===== src/rtl/vcpu_mem_io.sv =====
// CPU data memory with a memory-mapped I/O window: synchronous RAM, output ports,
// synchronised input pins, write-1-to-clear rising-edge flags and a maskable interrupt.
module vcpu_mem_io #(
  parameter int unsigned ADDR_WIDTH = 16,
  parameter int unsigned DATA_WIDTH = 8,
  parameter int unsigned RAM_DEPTH  = 512,
  parameter int unsigned IO_BASE    = 'hFF00,
  parameter int unsigned NUM_OUT    = 2,
  parameter int unsigned NUM_IN     = 2
) (
  input  logic                           clk,
  input  logic                           reset,
  input  logic                           we,
  input  logic [ADDR_WIDTH-1:0]          address,
  input  logic [DATA_WIDTH-1:0]          data,
  output logic [DATA_WIDTH-1:0]          q,
  output logic [NUM_OUT*DATA_WIDTH-1:0]  ports,
  input  logic [NUM_IN*DATA_WIDTH-1:0]   pins,
  output logic                           irq
);

  localparam int unsigned RamAw = (RAM_DEPTH > 1) ? $clog2(RAM_DEPTH) : 1;
  localparam logic [ADDR_WIDTH-1:0] IoBase = ADDR_WIDTH'(IO_BASE);
  localparam logic [ADDR_WIDTH-1:0] RamTop = ADDR_WIDTH'(RAM_DEPTH);

  logic [DATA_WIDTH-1:0] mem     [RAM_DEPTH];
  logic [DATA_WIDTH-1:0] portReg [NUM_OUT];
  logic [DATA_WIDTH-1:0] sync1   [NUM_IN];
  logic [DATA_WIDTH-1:0] sync2   [NUM_IN];
  logic [DATA_WIDTH-1:0] prev    [NUM_IN];
  logic [DATA_WIDTH-1:0] flags   [NUM_IN];
  logic [DATA_WIDTH-1:0] mask    [NUM_IN];
  logic [DATA_WIDTH-1:0] flagsNext [NUM_IN];

  logic [ADDR_WIDTH-1:0] off;
  logic [RamAw-1:0]      ramIdx;
  logic                  isRam;
  logic                  inWindow;
  logic [DATA_WIDTH-1:0] readData;
  logic                  irqNext;

  always_comb begin
    off      = address - IoBase;
    ramIdx   = address[RamAw-1:0];
    isRam    = address < RamTop;
    inWindow = address >= IoBase;
    readData = '0;
    if (isRam) begin
      readData = mem[ramIdx];
    end else if (inWindow) begin
      for (int unsigned p = 0; p < NUM_OUT; p++) begin
        if (off == ADDR_WIDTH'(p)) readData = portReg[p];
      end
      for (int unsigned i = 0; i < NUM_IN; i++) begin
        if (off == ADDR_WIDTH'(32'h10 + i)) readData = sync2[i];
        if (off == ADDR_WIDTH'(32'h20 + i)) readData = flags[i];
        if (off == ADDR_WIDTH'(32'h30 + i)) readData = mask[i];
      end
    end
  end

  // A newly detected edge overrides a simultaneous clear of the same bit.
  always_comb begin
    irqNext = 1'b0;
    for (int unsigned i = 0; i < NUM_IN; i++) begin
      flagsNext[i] = flags[i] & ~((we && inWindow && off == ADDR_WIDTH'(32'h20 + i)) ?
                                  data : '0);
      flagsNext[i] = flagsNext[i] | (sync2[i] & ~prev[i]);
      irqNext      = irqNext | (|(flags[i] & mask[i]));
    end
  end

  // RAM is not reset and still accepts writes while reset is asserted.
  always_ff @(posedge clk) begin
    if (we && isRam) mem[ramIdx] <= data;
  end

  always_ff @(posedge clk) begin
    for (int unsigned i = 0; i < NUM_IN; i++) begin
      sync1[i] <= pins[i*DATA_WIDTH +: DATA_WIDTH];
      sync2[i] <= sync1[i];
      prev[i]  <= sync2[i];
    end
  end

  always_ff @(posedge clk) begin
    if (reset) begin
      q   <= '0;
      irq <= 1'b0;
      for (int unsigned p = 0; p < NUM_OUT; p++) portReg[p] <= '0;
      for (int unsigned i = 0; i < NUM_IN; i++) begin
        flags[i] <= '0;
        mask[i]  <= '0;
      end
    end else begin
      q   <= readData;
      irq <= irqNext;
      for (int unsigned p = 0; p < NUM_OUT; p++) begin
        if (we && inWindow && off == ADDR_WIDTH'(p)) portReg[p] <= data;
      end
      for (int unsigned i = 0; i < NUM_IN; i++) begin
        flags[i] <= flagsNext[i];
        if (we && inWindow && off == ADDR_WIDTH'(32'h30 + i)) mask[i] <= data;
      end
    end
  end

  for (genvar p = 0; p < NUM_OUT; p++) begin : gPorts
    assign ports[p*DATA_WIDTH +: DATA_WIDTH] = portReg[p];
  end

endmodule


===== config.mk =====
export PLATFORM = sky130hd
export DESIGN_NAME = vcpu_mem_io
export DESIGN_NICKNAME = d
export VERILOG_FILES = /design/src/rtl/vcpu_mem_io.sv
export SDC_FILE = /design/constraint.sdc
export NUM_CORES = 2
export LEC_CHECK = 0
export ABC_AREA = 1
export CORE_ASPECT_RATIO = 0.6
export CORE_MARGIN = 5
export CORE_UTILIZATION = 30
export DETAILED_ROUTE_END_ITERATION = 6
export SLEW_MARGIN = 20
export SYNTH_ARGS = -nofsm -noshare
export SYNTH_HDL_FRONTEND = slang
export SYNTH_MEMORY_MAX_BITS = 65536
export SYNTH_SLANG_ARGS = --single-unit
export TNS_END_PERCENT = 10

===== constraint.sdc =====
create_clock -name clk -period 4.3 [get_ports clk]
set_input_delay 0.43 -clock clk [delete_from_list [all_inputs] [get_ports clk]]
set_output_delay 0.43 -clock clk [all_outputs]
set_load 0.01 [all_outputs]

# --- Word level (Yosys, flattened, before mapping) ---
# Memory sizes are Yosys's and may differ from the RTL's.
# Index checks and enable logic that the tools add are counted.
totals:
  ram_bits: 4192
  input_bits: 43
  wordCells: 84
  memories: 7
  reg_bits: 9
mem_list:
  columns: ["name", "words", "width", "rd", "rd_clocked_by_memory_dff", "write_ports", "line", "rtl"]
  rows:
  - ["mem", 512, 8, 1, 0, 1, "26", "logic [DATA_WIDTH-1:0] mem [RAM_DEPTH];"]
  - ["flags", 2, 8, 2, 0, 2, "31", "logic [DATA_WIDTH-1:0] flags [NUM_IN];"]
  - ["mask", 2, 8, 2, 0, 2, "32", "logic [DATA_WIDTH-1:0] mask [NUM_IN];"]
  - ["portReg", 2, 8, 2, 0, 2, "27", "logic [DATA_WIDTH-1:0] portReg [NUM_OUT];"]
  - ["prev", 2, 8, 2, 0, 2, "30", "logic [DATA_WIDTH-1:0] prev [NUM_IN];"]
  - ["sync1", 2, 8, 2, 0, 2, "28", "logic [DATA_WIDTH-1:0] sync1 [NUM_IN];"]
  - ["1 more memories", null, null, null, null, null, null, null]
op_classes:
  n_reduce_logical: 11
  bitwise_logic: 19
  n_addsub: 1
  eq_ne: 7
  mux: 35
  n_lt_le_gt_ge: 2
ops:
  columns: ["operator", "count"]
  rows:
  - ["$mux 8", 18]
  - ["$eq 16x6->1 const B", 4]
  - ["$and 8x8->8", 6]
  - ["$eq 16x5->1 const B", 2]
  - ["$not 8->8", 4]
  - ["$mux 1", 17]
  - ["$eq 16x1->1 const B", 1]
  - ["$ge 16x16->1 const B", 1]
  - ["$logic_not 16->1", 1]
  - ["$lt 16x10->1 const B", 1]
  - ["$or 8x8->8", 2]
  - ["$reduce_or 8->1", 2]
  - ["$sub 16x16->16 const B", 1]
  - ["$logic_and 1x1->1", 8]
  - ["$or 1x1->1", 7]

# --- Depth between registers and ports, before layout ---
depth:
  depth_word: 12
  ltp_mapped: 20
  depth_no_buf: 17

# --- Worst setup path before layout ---
# Ideal clock, no wire load.
synth_path:
  kind: "input-to-reg"
  startpoint: "input port address[9]"
  endpoint: "memory mem[478][0], enable pin"
  required_time_ns: 3.930
  t_arrival_ns: 2.360
  setup_time_ns: 0.370
  slack_ns: 1.570
  n_path_buf: 1
  path_stages: 7
  path_cell_list: "or4_1 -> nor4_4 -> nand2_2 -> nor3_2 -> nand2_1 -> buf_2 -> nor2_1"
synth_between:
  elab_chain_len: 4
synth_lines:
  columns: ["element", "line", "rtl"]
  rows:
  - ["start, declared", "14", "input logic [ADDR_WIDTH-1:0] address,"]
  - ["$lt 16x10->1", "45", "isRam = address < RamTop;"]
  - ["$logic_and 1x1->1", "75", "if (we && isRam) mem[ramIdx] <= data;"]
  - ["$mux 1", "75", null]
  - ["$mux 1 (not written as such)", "75", null]
  - ["end, declared", "26", null]
# Every way passes these cells.

# --- Final worst setup path ---
layout_path:
  startpoint: "input port address[8]"
  endpoint: "register q[3]"
layout_between:
  elab_chain_len: 12
  word_cells_on_any_way: 22
  cone_classes: "1 x add/sub; 2 x order compare; 7 x eq/ne; 10 x mux; 1 x reduce/logical; 1 x memory"
layout_lines:
  columns: ["element", "line", "rtl"]
  rows:
  - ["$sub 16x16->16", "43", "off = address - IoBase;"]
  - ["$logic_not 16->1", "52", "if (off == ADDR_WIDTH'(p)) readData = portReg[p];"]
  - ["$mux 8 (2 in series)", "52", null]
  - ["$mux 8", "55", "if (off == ADDR_WIDTH'(32'h10 + i)) readData = sync2[i];"]
  - ["$mux 8", "56", "if (off == ADDR_WIDTH'(32'h20 + i)) readData = flags[i];"]
  - ["$mux 8", "57", "if (off == ADDR_WIDTH'(32'h30 + i)) readData = mask[i];"]
  - ["$mux 8", "55", null]
  - ["$mux 8", "56", null]
  - ["$mux 8", "57", null]
  - ["$mux 8", "50", "end else if (inWindow) begin"]
  - ["$mux 8 (*)", "48", "if (isRam) begin"]
  - ["end signal, assigned", "96", "q <= readData;"]
  - ["end, declared", "16", "output logic [DATA_WIDTH-1:0] q,"]
# Every way passes the cells marked *; elsewhere a longest branch is shown, timed or not.
# A chain may end at the register's enable or synchronous reset.

==> impl_summary.txt <==
----------------------------------------------------
[Status]
  Outcome ... complete, no violations

[Timing]
  Setup repair after global routing missed its margin ... no
  Final setup margin ... 0.695 ns
  Minimum clock period ... 3.60 ns
  Endpoints failing setup ... 0
  Hold violation total from the final report ... 0
  Peak clock frequency supported by timing ... 0.277 GHz
  Max Transition Viols Final ... 0
  Largest clock skew in the final design ... 0.0632 ns
  Worst relative slew slack ... 20.5%
  Final clock period utilization by the worst path ... 83.8%
  Slew at the pin closest to its max-slew limit ... 1.18 ns

[Route]
  Antenna Nets Post-Route ... 0
  Iter 0 DRT Violations ... 17200
  Vias post-DR ... 113000
  Number of search-and-repair iterations in the first detailed-routing pass ... 6
  Final Routed Wirelength ... 531000 µm
  Detailed-route vias per instance ... 4.99
  DRC ... 0
  Routed wire per std cell ... 23.4 µm

[Global routing]
  Global route overflow ... 0
  Total routing resource utilization after global routing ... 17.9%
  Global-route wire length before repair ... 762000 µm
  Via count of the first global-routing pass ... 104000
  Initial antenna violation count ... 27
  Maximum number of pins on one net before global-route repair ... 133

[CTS]
  Clock latency on the worst-skew pair ... 0.95 ns
  CTS tree ... done
  Worst-path clk slew ... 0.07 ns
  Clock root buffer ... clkbuf_16
  Largest buffer count on any clock path ... 4
  H-tree levels ... 5
  Buffers inserted by post-CTS timing repair ... 0
  Number of buffers added by the clock tree synthesis step ... 358
  Clk sinks ... 4201

[Floorplanning]
  Vertical extent of the die ... 588 µm
  Site Rows ... 212
  Number of top-level design ports ... 68
  Overall die width ... 973 µm
  Placeable core region ... 555000 µm²
  Initial cell density of the core ... 30.1%
  Total die area ... 572000 µm²

[Yosys]
  Proportion of netlist area held by the largest area contributor ... 74.3%
  Post-synthesis cell type with the largest combined area ... edfxtp_1
  Yosys Warn Count ... 0
  Post-synthesis net count ... 14400
  Post-Syn Area per Cell ... 11.6 µm²
  Main synth FF type ... edfxtp_1
  Number of storage elements in the synthesis netlist ... 4201
  EDFF count, synth ... 4128
  Cell Area, Synth ... 167000 µm²
  Number of instances in the synthesized netlist ... 14400
  Post-synthesis cell type count ... 32
  Synth async-reset ratio ... 0%
  Largest cells by area after synthesis ... edfxtp_1 74%, nand2_1 16%, nor2_1 2.2%
  Register area share after synthesis ... 75.2%

[Layout]
  Layout fillers ... 54000
  Leading cell types in the layout, fill and taps excluded ... 6963 x nand2_1, 4128 x edfxtp_1, 978 x nor2_1
  Nets ... 15100
  Growth of design area from synthesis to finish ... 16.4%
  Share of post-route cells with drive strength above 1 ... 9.84%
  Most frequent standard cell in the layout excluding fill and tap cells ... nand2_1
  Combined area of the multi-input logic cells ... 38100 µm²
  Register area ... 125000 µm²
  Final Non-Filler Cells ... 22700

[Placement]
  HPWL reported at the end of detailed placement ... 328000 µm
  Post-Place Cells ... 22000
  Count of buffers inserted at the top-level ports ... 67
  Routability congestion estimate from global placement ... 0.905
  Pre-CTS setup slack ... -0.0368 ns

[Power and ir drop]
  Highest ir drop seen on vdd ... 334 µV
  Leak Pwr ... 0.0708 µW
  Power per standard cell area ... 429 nW/µm²

[Run]
  Number of maximum-capacitance constraint violations ... 0

[Worst setup path]
  Required time at the worst-slack endpoint ... 5.11 ns
  Worst-path fanout max ... 7
  Type of element capturing the critical path ... flip-flop
  Crit path arrival time ... 4.41 ns
  Type of the setup path with the least slack ... in -> reg
  Sort of element at the start of the critical path ... input port

[Min path]
  Hold/Removal Path Class ... in -> reg

----------------------------------------------------
## cell families (layout without fill, tap and decap cells)
family,Yosys count,in the layout,synth area share [%]
AOI/OAI and AO/OA,660,660,2.33
buffers and inverters,875,1767,2.15
DFF,4201,4201,75.2
and+or+nand+nor,8664,8664,20.4
other,0,11,0
## cell usage after synthesis (2+ instances only)
master       n
a41oi_1      2
edfxtp_1  4128
nand2_1   6981
o22ai_1      2
a221oi_1     4
buf_1      102
or2_0        3
or2_2        5
clkbuf_1   428
buf_4        5
nand2_2      3
a21oi_1    171
buf_2      229
inv_2        8
clkinv_1    13
o211a_1      2
dfxtp_1     73
o21ai_0    250
nand3_1    282
inv_1       89
nor2_2       8
o21ai_1      7
nand4_1    392
nor2_1     982
nor2_4       3
a22oi_1    222
## area by class of cell
type / instances / share of cell area, %
repair buffers: 1017 / 4.88
well taps: 7383 / 4.76
diodes: 11 / 0.0142
clock inverters: 214 / 1.12
multi-input cells: 9324 / 19.6
flip-flops and latches: 4201 / 64.6
inverters: 111 / 0.235
clock buffers: 425 / 4.82
## critical path, stage by stage
cell and delay (ns):
clkdlybuf4s50_1 0.59, buf_4 0.26, nand2_1 0.19, buf_4 0.17, nor2_1 0.04, buf_4 0.17
inv_1 0.33, nor2_1 0.22, buf_4 0.21, o21ai_1 0.53, nand2_1 0.21, nor2_1 0.26
nand2_1 0.16, nor2_1 0.35, nand2_1 0.12, nand2_1 0.09, a21oi_1 0.06
## registers in the layout (all words and copies together) (netlist names)
name	count
irq	1
mem	4096
q	8
flags	16
mask	16
sync1	16
portReg	16
prev	16
sync2	16
## per-layer routing
| metal | GRT usage [%] | vias up | share of wire (%) |
|---|---|---|---|
| li1 | - | 50300 | - |
| met5 | 0 | - | 0.010 |
| met3 | 5.63 | 661 | 14 |
| met4 | 3.42 | 8 | 2.0 |
| met1 | 28.3 | 55700 | 45 |
| met2 | 23.7 | 6472 | 39 |
## metrics by stage
step | cell area [µm²] | power [µW] | hold WS, ns | utilization [%] | setup TNS [ns]
6_report | 194000 | 83300 | 0.148 | 35.0 | 0
5_1_grt | 194000 | 85700 | 0.139 | 35.0 | 0
4_1_cts | 194000 | 83500 | 0.0847 | 35.0 | 0
3_5_place_dp | 182000 | 50700 | 0.312 | 32.9 | -0.0368
3_3_place_gp | 182000 | 50700 | 0.315 | 32.9 | -0.156
2_1_floorplan | 167000 | 48000 | 0.310 | - | 0
## power breakdown
group | switching [µW] | total (µW) | internal (µW)
Combinational | 3800 | 4990 | 1180
Clock | 15400 | 33400 | 18000
Sequential | 29.1 | 45000 | 44900
## worst paths after layout
kind,to,from,cells past startpoint,slack [ns]
hold reg to reg,sync2[0][15],sync1[0][15],0,0.32
setup reg to reg,q[2],mem[39][2],16,1.02
setup / recovery,q[3],address[8],17,0.70
hold / removal,mem[444][4],data[4],2,0.15
## repair_timing
item / in CTS / in global routing
hold buffers: 23 / 0
gates resized for setup: 0 / 0
endpoints found under the hold margin: 178 / 0
Note: power is estimated with default switching activity, not from simulation.
